`config.mk`:
```
export PLATFORM = sky130hd
export DESIGN_NAME = timer_apb_regif
export DESIGN_NICKNAME = d
export VERILOG_FILES = /design/src/rtl/timer_apb_regif.sv
export SDC_FILE = /design/constraint.sdc
export NUM_CORES = 1
export LEC_CHECK = 0
export CORE_AREA = 2 2 47 71
export CTS_CLUSTER_DIAMETER = 60
export CTS_CLUSTER_SIZE = 14
export DETAILED_ROUTE_END_ITERATION = 16
export DIE_AREA = 0 0 49 73
export GPL_ROUTABILITY_DRIVEN = 0
export HOLD_SLACK_MARGIN = 0.15
export PLACE_DENSITY_LB_ADDON = 0.2
export SLEW_MARGIN = 20
export SYNTH_ARGS = -nofsm -noshare
export SYNTH_HDL_FRONTEND = slang
export SYNTH_SLANG_ARGS = --single-unit
```
`constraint.sdc`:
```
create_clock -name pclk -period 2.1 [get_ports pclk]
set_input_delay 0.63 -clock pclk [delete_from_list [all_inputs] [get_ports pclk]]
set_output_delay 0.63 -clock pclk [all_outputs]
set_load 0.02 [all_outputs]
```
`src/rtl/timer_apb_regif.sv`:
```
// APB register interface for an 8-bit timer: TDR/TCR/TSR/TCNT
// decode, wait-state transfer FSM and sticky event flags.
module timer_apb_regif #(
  parameter bit WAIT_EN = 1'b1
) (
  input  logic       pclk,
  input  logic       preset,
  input  logic       psel,
  input  logic       penable,
  input  logic       pwrite,
  input  logic [7:0] paddr,
  input  logic [7:0] pwdata,
  output logic [7:0] prdata,
  output logic       pready,
  output logic       pslverr,
  input  logic [7:0] cnt,
  input  logic       ovf_pls,
  input  logic       udf_pls,
  output logic [7:0] tdr,
  output logic       load,
  output logic       dw,
  output logic       en,
  output logic [1:0] clk_sel
);

  typedef enum logic [1:0] {
    S_IDLE,
    S_SETUP,
    S_WAIT,
    S_ACK
  } state_t;

  localparam logic [7:0] TCR_MASK = 8'hB3;

  state_t     r_state;
  state_t     w_next;
  logic [7:0] r_tdr;
  logic [7:0] r_tcr;
  logic [1:0] r_tsr;

  logic       w_ack;
  logic       w_err;
  logic       w_wr;
  logic [1:0] w_clr;
  logic [7:0] w_rdata;

  always_comb begin
    w_next = r_state;
    unique case (r_state)
      S_IDLE:  if (psel && !penable) w_next = S_SETUP;
      S_SETUP: if (penable) w_next = WAIT_EN ? S_WAIT : S_ACK;
      S_WAIT:  w_next = S_ACK;
      S_ACK:   w_next = (psel && !penable) ? S_SETUP : S_IDLE;
      default: w_next = S_IDLE;
    endcase
    if (!psel) w_next = S_IDLE;
  end

  always_ff @(posedge pclk or posedge preset) begin
    if (preset) r_state <= S_IDLE;
    else        r_state <= w_next;
  end

  assign w_ack = (r_state == S_ACK);
  assign w_err = (paddr > 8'h03);
  assign w_wr  = w_ack && pwrite && !w_err;

  // write-0-to-clear: a 0 in the written bit clears that flag
  assign w_clr = (w_wr && paddr == 8'h02) ? ~pwdata[1:0] : 2'b00;

  always_ff @(posedge pclk or posedge preset) begin
    if (preset) begin
      r_tdr <= 8'h00;
      r_tcr <= 8'h00;
      r_tsr <= 2'b00;
    end else begin
      if (w_wr && paddr == 8'h00) r_tdr <= pwdata;
      if (w_wr && paddr == 8'h01) r_tcr <= pwdata & TCR_MASK;
      // events win over a clearing write in the same cycle
      r_tsr <= {udf_pls, ovf_pls} | (r_tsr & ~w_clr);
    end
  end

  always_comb begin
    w_rdata = 8'h00;
    unique case (paddr)
      8'h00:   w_rdata = r_tdr;
      8'h01:   w_rdata = r_tcr;
      8'h02:   w_rdata = {6'b0, r_tsr};
      8'h03:   w_rdata = cnt;
      default: w_rdata = 8'h00;
    endcase
  end

  assign prdata  = (w_ack && !pwrite) ? w_rdata : 8'h00;
  assign pready  = w_ack;
  assign pslverr = w_ack && w_err;

  assign tdr     = r_tdr;
  assign load    = r_tcr[7];
  assign dw      = r_tcr[5];
  assign en      = r_tcr[4];
  assign clk_sel = r_tcr[1:0];

endmodule

```
Yosys cells after proc, flatten, opt, wreduce, memory -nomap -nowiden --
Index checks and enable logic that the tools add are counted.
Word-level totals: register bits 17, word-level logic and storage cells 39, output and inout bits 23, input bits 31
Cells by class: reductions and logical operators 14, $lt $le $gt $ge 1, equal/unequal tests 8, bitwise gates (word level) 4, mux-type cells 8
Operator list (number):
- one-hot mux 8 bit (4 select lines) | 1
- == test 8 x 2 -> 1 bit (second input constant) | 2
- == test 8 x 1 -> 1 bit (second input constant) | 1
- greater-than comparator 8 x 2 -> 1 bit (second input constant) | 1
- logical AND 1 bit | 8
- zero test 8 bit | 1
- two-way mux 2 bit | 4
- two-way mux 8 bit | 1
- one-hot mux 2 bit (4 select lines) | 1
- inequality test 3 bit (second input constant) | 2
- == test 2 bit (second input constant) | 2
- inverter 2 bit | 2
- zero test 1 bit | 3
- bitwise AND 2 bit | 1
- == test 2 x 1 -> 1 bit (second input constant) | 1
- zero test 2 bit | 1
- bitwise OR 2 bit | 1
- AND reduction 2 bit | 1
- two-way mux 1 bit | 1

Depth between registers and ports, before layout --
depth in word-level cells 8, mapped depth 5, mapped depth without buffers 5

Least setup slack after synthesis --
OpenSTA, ideal clock, no wires.
path type input port to output port, from input port paddr[3], to output port prdata[2], path buffers 0, required time 1.470 ns, stages on the path 3, slack -0.176 ns, arrival time 1.646 ns, cell sequence nor4_4 nand4b_1 a21oi_1
Between the ends: longest elaborated chain between the ends 3, elaborated cells between the ends (all ways) 6, those cells by class eq/ne (3); mux (2); reduce/logical (1)
Ends and longest elaborated chain:
- start, declared | RTL line 11 | input logic [7:0] paddr,
- == test 8 x 2 -> 1 bit (tied with other cells) | RTL line 86 | unique case (paddr)
- one-hot mux 8 bit (4 select lines) * | RTL line 86
- two-way mux 8 bit * | RTL line 95 | assign prdata = (w_ack && !pwrite) ? w_rdata : 8'h00;
- end, declared | RTL line 13 | output logic [7:0] prdata,
Mark *: on every way between the ends. The rest lies on a longest branch, timed or not.

Worst setup path in the final report --
from input port paddr[2], to output port prdata[2]
The elaborated chain is that of the path after synthesis.

==> flow_metrics.py <==
metrics = {
    "status": {
        "violations": "setup timing",
        "outcome": "finished with violations",
    },
    "sta": {
        "slew_headroom": 0.5698,
        "final.period_utilization": 1.067,
        "finalSetupViolCount": 8,
        "hold_violations": 0,
        "fmax_ghz": 0.4464,
        "min_period_ps": 2240,
        "fin_skew_ps": 3.712,
        "tightest_slew_ps": 644.6,
        "layout_setup_ws_ps": -139.9,
        "slew_violations": 0,
        "rsz0062_at_grt": "true",
    },
    "route": {
        "initialDrtViolationCount": 3,
        "antenna_left": 0,
        "drc": 0,
        "via_per_inst": 4.741,
        "wl_per_cell_um": 14.52,
        "drt_first_pass_iters": 3,
        "wirelength_mm": 2.918,
        "vias": 953,
    },
    "logic_synthesis": {
        "syn_inst": 83,
        "synth_seq_area_share": 0.4331,
        "syn_area_um2": 982.2,
        "synthSimpleGateAreaFrac": 0.1694,
        "avgSynthCellArea_um2": 11.83,
        "synth-xor-area-share": 0,
        "synth-seq-cells": 17,
        "yosysUniqueCellTypes": 25,
        "yosysWarnings": 0,
        "synth_compound_area_frac": 0.08790,
        "synth_top_family_by_area": "multiplexers",
        "synthAdderAreaFrac": 0.03822,
        "synthMuxAreaShare": 0.2497,
        "synth_fp_nets": 117,
    },
    "final_layout": {
        "fill_cells": 283,
        "syn2layout_area_growth_pct": 91.08,
        "seq_area_um2": 425.4,
        "nNetsFinal": 196,
        "final_cell_mix": "clkdlybuf4s50_1, buf_4, dfrtp_1",
        "n_antenna_cell": 0,
        "drive_gt1_frac": 0.4783,
        "final_cells": 201,
        "multi_input_area_um2": 619.3,
        "final_common_cell": "clkdlybuf4s50_1",
        "fin_area_mm2": 0.001877,
    },
    "pwr": {
        "power.share.switching": 0.2813,
        "total_power_uw": 908.6,
        "comb_power_share": 0.340,
        "pwr-share-clk": 0.268,
        "p_leak_nw": 0.8443,
        "power_frac_seq": 0.392,
        "worst_ir_drop_vdd_mv": 0.4457,
        "p_sw_uw": 255.6,
        "p_int_uw": 653.1,
        "pwr_density_cell_mw_per_mm2": 484.1,
    },
    "grt": {
        "grt_pass1_vias": 1108,
        "grt_max_degree": 18,
        "grt_usage": 0.1784,
        "antenna_found_initial": 0,
        "grt_pass1_wl_mm": 4.954,
        "grt_overflow": 0,
    },
    "clocking": {
        "htree_levels": 1,
        "cts_tree": "yes",
        "path_clk_slew_ps": 70,
        "ctsHoldBuffers": 0,
        "cts_buffer_depth": 2,
        "clock-root-buffer": "clkbuf_8",
        "cts-buffers-inserted": 3,
        "clk_latency_ps": 250,
        "cts.sinks": 17,
    },
    "floorplanning": {
        "std_cell_rows": 25,
        "io_pins": 54,
        "die_w_um": 49,
        "die_h_um": 73,
        "initial_utilization": 0.3237,
        "fp.dieArea_mm2": 0.003577,
        "core_mm2": 0.003034,
    },
    "setup_path": {
        "worstSetupPathType": "input pin to primary output",
        "cp.arrival_ps": 1610,
        "setup.worst_path.end_class": "primary output",
        "regToRegEndpoint": "r_tsr[0]$_DFF_PP0_",
        "r2r_start": "r_state[0]$_DFFE_PP0P_",
        "reg2reg_depth": 5,
        "worstSetupStartpoint": "paddr[2]",
        "r2r_slack_ps": 450,
        "path_max_fanout": 8,
        "worstSetupEndpoint": "prdata[2]",
        "start_kind": "input pin",
        "cp.required_ps": 1470,
    },
    "hold_path": {
        "min_path_type": "flip-flop to flip-flop",
    },
    "placed_design": {
        "dp_hpwl_mm": 2.279,
        "placed_area_mm2": 0.001703,
        "port_buffers": 53,
        "dpl.cell_count": 194,
    },
    "flow_run": {
        "drv_cap": 0,
    },
}
==> logic make-up (layout without fill, tap and decap cells) <==
family          Yosys count  count (layout)
simple gates             26              26
buf+inv                   5              83
fa+ha+maj                 3               3
flops                    17              17
mux                      20              20
compound gates           12              12
==> synth_stat cells, drive strengths merged <==
master / instances / area [µm²]
dfrtp: 17 / 425.4
o221a: 1 / 11.26
buf: 2 / 10.01
nand3: 3 / 15.01
mux2: 16 / 180.2
or4bb: 1 / 11.26
or4: 1 / 7.510
a21boi: 1 / 7.510
nor2b: 4 / 25.02
nand4: 2 / 18.77
nor2: 6 / 22.52
nand2: 3 / 11.26
inv: 3 / 11.26
nor4: 1 / 21.27
ha: 3 / 37.54
o21bai: 1 / 7.510
a21oi: 4 / 20.02
o41ai: 2 / 17.52
and2: 1 / 6.260
nand4b: 1 / 8.760
mux4: 2 / 45.04
nand2b: 3 / 18.77
mux2i: 2 / 20.02
a22oi: 3 / 22.52
==> routing by layer <==
layer	wire (µm)	track usage	vias up	part of all wire
met5	0	0	-	0
met4	46	0.07619	0	0.016
met3	84	0.02049	4	0.029
met2	1703	0.3470	23	0.58
met1	1084	0.1919	463	0.37
li1	-	-	463	-
==> critical path, cell delays in order <==
cell and delay, ps:
buf_8 100, nor4_4 290, nand4b_1 150, buf_6 180, a21oi_4 120, buf_6 130
==> how the worst min path moves through the flow <==
stage	start	to	slack, ps	cells after the start
final	r_tsr[1]$_DFF_PP0_	r_tsr[1]$_DFF_PP0_	530	2
after global placement	r_tsr[1]$_DFF_PP0_	r_tsr[1]$_DFF_PP0_	500	2
after floorplan	r_tsr[0]$_DFF_PP0_	r_tsr[0]$_DFF_PP0_	460	2
after global routing	r_tsr[1]$_DFF_PP0_	r_tsr[1]$_DFF_PP0_	540	2
after detailed placement	r_tsr[1]$_DFF_PP0_	r_tsr[1]$_DFF_PP0_	490	2
after CTS	r_tsr[1]$_DFF_PP0_	r_tsr[1]$_DFF_PP0_	510	2
==> timing repair <==
action,in CTS,in global routing
gates resized for setup,108,12
pin swaps,9,3
cloned,1,0
setup endpoints to repair,10,8
buffers inserted,2,1
==> registers in the layout, indices dropped and copies added (netlist names) <==
signal   flops
r_state      2
tdr          8
r_tcr        5
r_tsr        2
==> power groups by stage <==
stage          Combinational [mW]  Sequential [mW]  Clock (mW)
6_report                    0.309            0.357       0.244
3_3_place_gp                0.275            0.362           0
4_1_cts                     0.303            0.356       0.250
5_1_grt                     0.342            0.358       0.265
2_1_floorplan               0.134            0.372           0
3_5_place_dp                0.297            0.362           0
==> through the flow <==
stage | setup TNS, ps | hold WS (ps) | utilization | worst slack [ps]
6_report | -988.3 | 528.5 | 0.6186 | -139.9
5_1_grt | -1292 | 535.5 | 0.6186 | -181.9
4_1_cts | -947.2 | 510.6 | 0.6012 | -141.7
3_5_place_dp | -11750 | 494.2 | 0.5612 | -1016
3_3_place_gp | -11160 | 499.8 | 0.5612 | -994.9
2_1_floorplan | -1184 | 459.9 | - | -175.7
==> area by class of cell <==
type | instances | share of cell area
flip-flops and latches | 17 | 0.2267
inverters | 3 | 0.006000
multi-input cells | 61 | 0.3300
clock buffers | 4 | 0.02400
repair buffers | 76 | 0.3867
well taps | 40 | 0.02667
No activity file was read; power rests on OpenSTA's default activity.
